File: config.mk
export PLATFORM = sky130hd
export DESIGN_NAME = alu_dest_writeback
export DESIGN_NICKNAME = d
export VERILOG_FILES = /design/src/rtl/alu_wb_pkg.sv /design/src/rtl/wb_timeout_counter.sv /design/src/rtl/alu_dest_writeback.sv
export SDC_FILE = /design/constraint.sdc
export NUM_CORES = 1
export LEC_CHECK = 0
export ABC_AREA = 0
export CAP_MARGIN = 20
export CORE_ASPECT_RATIO = 0.9
export CORE_UTILIZATION = 35
export DETAILED_ROUTE_END_ITERATION = 8
export PLACE_DENSITY = 0.84
export SYNTH_ARGS = -nofsm -noshare
export SYNTH_HDL_FRONTEND = slang
export SYNTH_SLANG_ARGS = --single-unit
File: constraint.sdc
create_clock -name clk -period 1.4 [get_ports clk]
set_clock_uncertainty 0.05 [all_clocks]
set_input_delay 0.14 -clock clk [delete_from_list [all_inputs] [get_ports clk]]
set_output_delay 0.14 -clock clk [all_outputs]
set_load 0.02 [all_outputs]
File: src/rtl/alu_wb_pkg.sv
// rtl/alu_wb_pkg.sv - destination tags, FSM states and lane-enable constants for ALU writeback
package alu_wb_pkg;

   typedef enum logic [1:0] {
      DEST_REG = 2'd0,
      DEST_MEM = 2'd1,
      DEST_PSW = 2'd2,
      DEST_PC  = 2'd3
   } dest_t;

   typedef enum logic [1:0] {
      ST_IDLE     = 2'd0,
      ST_WRITE    = 2'd1,
      ST_MEM_WAIT = 2'd2
   } wb_state_t;

   localparam logic [1:0] LANE_LO   = 2'b01;
   localparam logic [1:0] LANE_BOTH = 2'b11;

endpackage

File: src/rtl/wb_timeout_counter.sv
// rtl/wb_timeout_counter.sv - memory-ack wait counter; expired is high during the LIMIT-th counted cycle
module wb_timeout_counter #(
   parameter int LIMIT = 15
) (
   input  logic clk,
   input  logic rst_n,
   input  logic load,
   input  logic en,
   output logic expired
);

   localparam int CW = $clog2(LIMIT + 1);

   logic [CW-1:0] cnt_q;

   // cnt_q holds (cycles already waited); saturates at the expiry value
   assign expired = (cnt_q == CW'(LIMIT - 1));

   always_ff @(posedge clk or negedge rst_n) begin
      if (!rst_n) begin
         cnt_q <= '0;
      end else if (load) begin
         cnt_q <= '0;
      end else if (en && !expired) begin
         cnt_q <= cnt_q + 1'b1;
      end
   end

endmodule

File: src/rtl/alu_dest_writeback.sv
// rtl/alu_dest_writeback.sv - routes one ALU result to RF, memory, PSW or PC; WB_MEM_TIMEOUT_EN adds a mem_ack timeout
module alu_dest_writeback
   import alu_wb_pkg::*;
#(
   parameter int WORD_SIZE   = 16,
   parameter int REG_ADDR_W  = 3,
   parameter int MEM_TIMEOUT = 15
) (
   input  logic                  clk,
   input  logic                  rst_n,
   input  logic                  res_valid,
   output logic                  res_ready,
   input  logic [WORD_SIZE-1:0]  res_data,
   input  logic [1:0]            dest_sel,
   input  logic [REG_ADDR_W-1:0] dest_reg,
   input  logic                  byte_op,
   output logic                  rf_we,
   output logic [REG_ADDR_W-1:0] rf_waddr,
   output logic [WORD_SIZE-1:0]  rf_wdata,
   output logic [1:0]            rf_wbyte_en,
   output logic                  psw_we,
   output logic                  pc_we,
   output logic [WORD_SIZE-1:0]  wb_data,
   output logic                  mem_req,
   output logic [WORD_SIZE-1:0]  mem_wdata,
   output logic [1:0]            mem_wbyte_en,
   input  logic                  mem_ack,
   output logic                  wb_done,
   output logic                  wb_err
);

   localparam int HALF = WORD_SIZE / 2;

   wb_state_t             state_q, state_d;
   dest_t                 dest;
   logic [WORD_SIZE-1:0]  lane_data, wdata_q;
   logic [1:0]            lane_en, ben_q;
   logic                  capture, rf_we_d, psw_we_d, pc_we_d, done_d, mem_req_d, wb_done_q;

   assign dest         = dest_t'(dest_sel);
   assign rf_wdata     = wdata_q;
   assign mem_wdata    = wdata_q;
   assign rf_wbyte_en  = ben_q;
   assign mem_wbyte_en = ben_q;

   // Memory completion is reported in the ack cycle itself so the control unit loses no cycle
   assign wb_done = wb_done_q | ((state_q == ST_MEM_WAIT) & mem_ack);

   always_comb begin
      lane_data = res_data;
      lane_en   = LANE_BOTH;
      if (byte_op) begin
         lane_data = {res_data[HALF-1:0], res_data[HALF-1:0]};
         lane_en   = LANE_LO;
      end
   end

`ifdef WB_MEM_TIMEOUT_EN
   logic timeout_hit, err_d;

   wb_timeout_counter #(.LIMIT(MEM_TIMEOUT)) u_timeout (
      .clk     (clk),
      .rst_n   (rst_n),
      .load    (capture && (dest == DEST_MEM)),
      .en      (state_q == ST_MEM_WAIT),
      .expired (timeout_hit)
   );
`endif

   always_comb begin
      state_d   = state_q;
      capture   = 1'b0;
      rf_we_d   = 1'b0;
      psw_we_d  = 1'b0;
      pc_we_d   = 1'b0;
      done_d    = 1'b0;
      mem_req_d = mem_req;
`ifdef WB_MEM_TIMEOUT_EN
      err_d     = 1'b0;
`endif
      case (state_q)
         ST_IDLE: begin
            if (res_valid) begin
               capture = 1'b1;
               if (dest == DEST_MEM) begin
                  state_d   = ST_MEM_WAIT;
                  mem_req_d = 1'b1;
               end else begin
                  state_d  = ST_WRITE;
                  done_d   = 1'b1;
                  rf_we_d  = (dest == DEST_REG);
                  psw_we_d = (dest == DEST_PSW);
                  pc_we_d  = (dest == DEST_PC);
               end
            end
         end
         ST_WRITE: state_d = ST_IDLE;
         ST_MEM_WAIT: begin
            if (mem_ack) begin
               state_d   = ST_IDLE;
               mem_req_d = 1'b0;
            end
`ifdef WB_MEM_TIMEOUT_EN
            else if (timeout_hit) begin
               state_d   = ST_IDLE;
               mem_req_d = 1'b0;
               err_d     = 1'b1;
            end
`endif
         end
         default: begin
            state_d   = ST_IDLE;
            mem_req_d = 1'b0;
         end
      endcase
   end

   always_ff @(posedge clk or negedge rst_n) begin
      if (!rst_n) begin
         state_q   <= ST_IDLE;
         res_ready <= 1'b1;
         rf_we     <= 1'b0;
         psw_we    <= 1'b0;
         pc_we     <= 1'b0;
         mem_req   <= 1'b0;
         wb_done_q <= 1'b0;
         rf_waddr  <= '0;
         wdata_q   <= '0;
         ben_q     <= '0;
         wb_data   <= '0;
      end else begin
         state_q   <= state_d;
         res_ready <= (state_d == ST_IDLE);
         rf_we     <= rf_we_d;
         psw_we    <= psw_we_d;
         pc_we     <= pc_we_d;
         mem_req   <= mem_req_d;
         wb_done_q <= done_d;
         if (capture) begin
            rf_waddr <= dest_reg;
            wdata_q  <= lane_data;
            ben_q    <= lane_en;
            wb_data  <= res_data;
         end
      end
   end

`ifdef WB_MEM_TIMEOUT_EN
   always_ff @(posedge clk or negedge rst_n) begin
      if (!rst_n) begin
         wb_err <= 1'b0;
      end else begin
         wb_err <= err_d;
      end
   end
`else
   assign wb_err = 1'b0;
`endif

endmodule

After elaboration in Yosys (flattened, before gate mapping)
Index checks and enable logic that the tools add are counted.
{ "totals": {"reg_bits": 45, "inputBits": 26} }
{ "classes": {"eq_ne": 8, "mux": 24, "bitwise": 3, "reduce_logical": 4} }
{ "ops": {"columns": ["operator", "n"], "rows": [
  ["$mux 1", 17],
  ["$mux 16", 1],
  ["$mux 2", 4],
  ["$eq 2x2->1 const B", 3],
  ["$logic_not 2->1", 3],
  ["$ne 2x2->1 const B", 3],
  ["$eq 2x1->1 const B", 2],
  ["$pmux 2 s2", 1],
  ["$reduce_and 4->1", 1],
  ["$pmux 1 s3", 1],
  ["$and 1x1->1", 1],
  ["$not 1->1", 1],
  ["$or 1x1->1", 1]
]} }

Logic depth before layout (Yosys ltp)
Gate-level depths: netlist of the first run.
{ "logic_depth": {"ltp_word": 5, "depth_mapped": 3} }

Worst setup path after synthesis of the first run
OpenSTA, ideal clock, no wires.
{ "synth_timing": {"path_type": "register to register", "startpoint": "register state_q[1]", "endpoint": "register rf_waddr[0]", "setup_ps": 125, "arrival_ps": 1288, "required_time_ps": 1225, "path_slack_ps": -63, "path_stages_with_launch": 4, "path_cell_list": "dfrtp_1 > nor3b_2 > buf_4 > mux2_2"} }
{ "synth_via": {"elab_chain_cells": 2} }
{ "synth_lines": {"columns": ["item", "line_no", "rtl"], "rows": [
  ["from (decl)", "alu_dest_writeback.sv:34", "wb_state_t state_q, state_d;"],
  ["from (signal assigned)", "alu_dest_writeback.sv:132", "state_q <= state_d;"],
  ["$logic_not 2->1", "alu_dest_writeback.sv:81", "case (state_q)"],
  ["$mux 1", "alu_dest_writeback.sv:81", null],
  ["to (signal assigned)", "alu_dest_writeback.sv:140", "rf_waddr <= dest_reg;"],
  ["to (decl)", "alu_dest_writeback.sv:18", "output logic [REG_ADDR_W-1:0] rf_waddr,"]
]} }
No other way between the ends.
A chain may end at the register's enable or synchronous reset.

Final worst setup path of the first run
{ "layout_timing": {"startpoint": "register state_q[1]", "endpoint": "register wdata_q[10] (netlist: mem_wdata[10])"} }
{ "layout_via": {"elab_chain_cells": 2} }
{ "layout_lines": {"columns": ["item", "line_no", "rtl"], "rows": [
  ["$logic_not 2->1", "alu_dest_writeback.sv:81", null],
  ["$mux 1", "alu_dest_writeback.sv:81", null],
  ["to (signal assigned)", "alu_dest_writeback.sv:141", "wdata_q <= lane_data;"],
  ["to (decl)", "alu_dest_writeback.sv:36", "logic [WORD_SIZE-1:0] lane_data, wdata_q;"]
]} }
No other way between the ends.

==> flow_metrics.env, run 1 <==
export IMPL_ys_warn_count=0
export IMPL_finalPower_w=0.00358
export IMPL_dieArea_sq_mm=0.00531
export IMPL_wl_per_cell_um=14.3
export IMPL_syn_inst=125
export IMPL_via_count=1181
export IMPL_grt_ovfl_total=0
export IMPL_synth_nets=151
export IMPL_critPathBufInv=3
export IMPL_design_area_sq_mm=0.00271
export IMPL_ir_drop_mv=0.628
export IMPL_max_stage_delay_ns=0.41
export IMPL_async_flop_share_pct=100
export IMPL_place_congestion=0.740
export IMPL_grt_max_degree=20
export IMPL_crit_type="reg2reg"
export IMPL_pre_cts_slack_ns=-0.285
export IMPL_viasPerCell=4.42
export IMPL_fillers=450
export IMPL_area_growth_pct=54.3
export IMPL_crit_path_top_delay_cell="dfrtp_2"
export IMPL_syn_cell_area_sq_mm=0.00176
export IMPL_grtUsageMet1_pct=19.2
export IMPL_finalSetupViolCount=27
export IMPL_synthFlopType="dfrtp_1"
export IMPL_ios=88
export IMPL_r2r_setup_slack_ns=-0.12
export IMPL_antenna_found_initial=0
export IMPL_crit_family="buffers and inverters"
export IMPL_grt_busiest_layer="met2"
export IMPL_avgSynthCellArea_sq_um=14.1
export IMPL_portBuffers=86
export IMPL_clk_latency_ns=0.28
export IMPL_violations="setup timing"
export IMPL_synth_edf_count=0
export IMPL_dp_hpwl_um=2620
export IMPL_drtIter0Drc=41
export IMPL_run_status="finished with violations"
export IMPL_hold_class="in2async"
export IMPL_diodes=0
export IMPL_cts_htree_levels=2
export IMPL_cp_start_kind="register"
export IMPL_cts_made_buffers=5
export IMPL_postLayoutCoreUtil_pct=56.1
export IMPL_row_count=24
export IMPL_cp_max_fo=7
export IMPL_fin_nets=227
export IMPL_mostFrequentLayoutCells="59 x dlygate4sd2_1, 35 x dfrtp_1, 27 x mux2_4"
export IMPL_r2r_worst_path_cells=5
export IMPL_met2_usage_pct=25.6
export IMPL_cts_sinks=37
export IMPL_period_share_pct=109
export IMPL_grt_util_all_layers_pct=15.6
export IMPL_ys_types=21
export IMPL_arrival_ns=1.63
export IMPL_drive_gt1_share_pct=33.2
export IMPL_synth_top_area_share_pct=51.2
export IMPL_first_pass_iters=4
export IMPL_synth_top_cell_by_area="dfrtp_1"
export IMPL_grt_setup_unrepaired="true"
export IMPL_core_area_sq_mm=0.00483
export IMPL_root_buffer="clkbuf_8"
export IMPL_synth_seq_area_share_pct=52.7
export IMPL_power_leakage_nw=1.33
export IMPL_final_max_slew_viol_count=0
export IMPL_antenna_left=0
export IMPL_die_w_um=76.7
export IMPL_cp_cell_sequence="buf_6 > nor3b_4 > buf_4 > buf_12 > mux2_4"
export IMPL_max_cap_violations=0
export IMPL_placed_area_sq_mm=0.00256
export IMPL_fin_ws_ns=-0.122
export IMPL_ys_seq_elements=37
export IMPL_gr_usage_met3_pct=5.00
export IMPL_grt_pass1_wl_um=6330
export IMPL_cts_buffer_depth=2
export IMPL_p_per_area_mw_per_mm2=1320
export IMPL_synth_area_leaders="dfrtp_1 51%, mux2_2 13%, buf_4 12%"
export IMPL_floorplan_initialDensity_pct=36.4
export IMPL_grt_pass1_vias=1274
export IMPL_final_common_cell="dlygate4sd2_1"
export IMPL_finalHoldViolCount=0
export IMPL_worstSetupEndpointType="register"
export IMPL_drc=0
export IMPL_cts_tree="built"
export IMPL_cp_depth=5
export IMPL_final_min_clock_period_ns=1.52
export IMPL_clk_pin_slew_ns=0.07
export IMPL_cp_required_ns=1.51
export IMPL_die_h_um=69.2
export IMPL_clock_fmax_ghz=0.657
export IMPL_wl_um=3810
==> cell type report <==
type	instances	area [sq um]	area share [%]
sequential	37	928	34.2
inverter	4	15.0	0.554
timing repair buffer	100	940	34.6
tap	65	81.3	3.00
multi-input combinational	53	658	24.3
clock buffer	8	90.1	3.32
==> through the flow <==
step	TNS (ns)	hold slack, ns	cells
5_1_grt	-2.99	0.320	267
4_1_cts	-2.49	0.288	266
6_report	-2.18	0.291	267
2_1_floorplan	-0.780	-0.206	125
3_3_place_gp	-8.19	0.0589	253
3_5_place_dp	-8.38	0.0656	253
==> report_power, final <==
| part | internal [W] | leakage, nW | switching (W) |
|---|---|---|---|
| clock network | 0.000401 | 0.0455 | 0.000338 |
| registers | 0.00126 | 0.435 | 0.000130 |
| logic | 0.000710 | 0.850 | 0.000740 |
| total | 0.00237 | 1.33 | 0.00121 |
==> registers in the layout, summed over array words and instances, names as in the netlist <==
| name | cells |
|---|---|
| rf_waddr | 3 |
| state_q | 2 |
| mem_wdata | 8 |
| wb_done_q | 1 |
| mem_req | 1 |
| wb_data | 16 |
| res_ready | 1 |
| mem_wbyte_en | 2 |
| psw_we | 1 |
| pc_we | 1 |
| rf_we | 1 |
==> final timing paths <==
check | start | endpoint
max | state_q[1]$_DFF_PN0_ | mem_wdata[10]$_DFFE_PN0P_
min | rst_n | wb_data[8]$_DFFE_PN0P_
max reg2reg | state_q[1]$_DFF_PN0_ | mem_wdata[10]$_DFFE_PN0P_
min reg2reg | mem_wbyte_en[0]$_DFFE_PN0P_ | mem_wbyte_en[0]$_DFFE_PN0P_
max in group asynchronous | rst_n | wb_data[4]$_DFFE_PN0P_
min in group clk | dest_reg[1] | rf_waddr[1]$_DFFE_PN0P_
==> timing repair <==
item                                    in CTS  in global routing
hold buffers                                 1                  0
gates resized for setup                     79                  8
endpoints found under the hold margin       17                  0
pin swaps                                    2                  2
buffers inserted                             3                  2
endpoints found under the setup margin      91                 35
cloned                                       1                  0
==> Yosys cell counts, types with 2 or more instances <==
cell	instances
a21oi_1	3
buf_4	28
buf_6	2
dfrtp_1	36
inv_1	4
mux2_2	21
mux2_4	14
nand2b_1	3
nor3_1	2
==> routing by layer <==
layer  vias up  wire length [um]
li1        549                 -
met5         -                 0
met1       570              1580
met3         5               306
met4         0                40
met2        57              1890
==> kinds of logic (layout without fill, tap and decap cells) <==
logic type | count (synthesis) | count (layout) | synth area share (%)
flip-flops | 37 | 37 | 52.7
multiplexers | 36 | 36 | 26.0
buffers and inverters | 35 | 112 | 14.3
AND/OR/NAND/NOR | 10 | 10 | 4.48
AO/OA/AOI/OAI | 6 | 6 | 2.28
other | 1 | 1 | 0.213
Power figures use the tool's default switching activity.
==> inputs of run 2 (changes only) <==
--- a/config.mk
+++ b/config.mk
@@ -11,6 +11,7 @@
 export CORE_UTILIZATION = 35
 export DETAILED_ROUTE_END_ITERATION = 8
 export PLACE_DENSITY = 0.84
+export SLEW_MARGIN = 20
 export SYNTH_ARGS = -nofsm -noshare
 export SYNTH_HDL_FRONTEND = slang
 export SYNTH_SLANG_ARGS = --single-unit
==> results of run 2 <==
The final DEF is identical to that of run 1; final timing and power are the same.
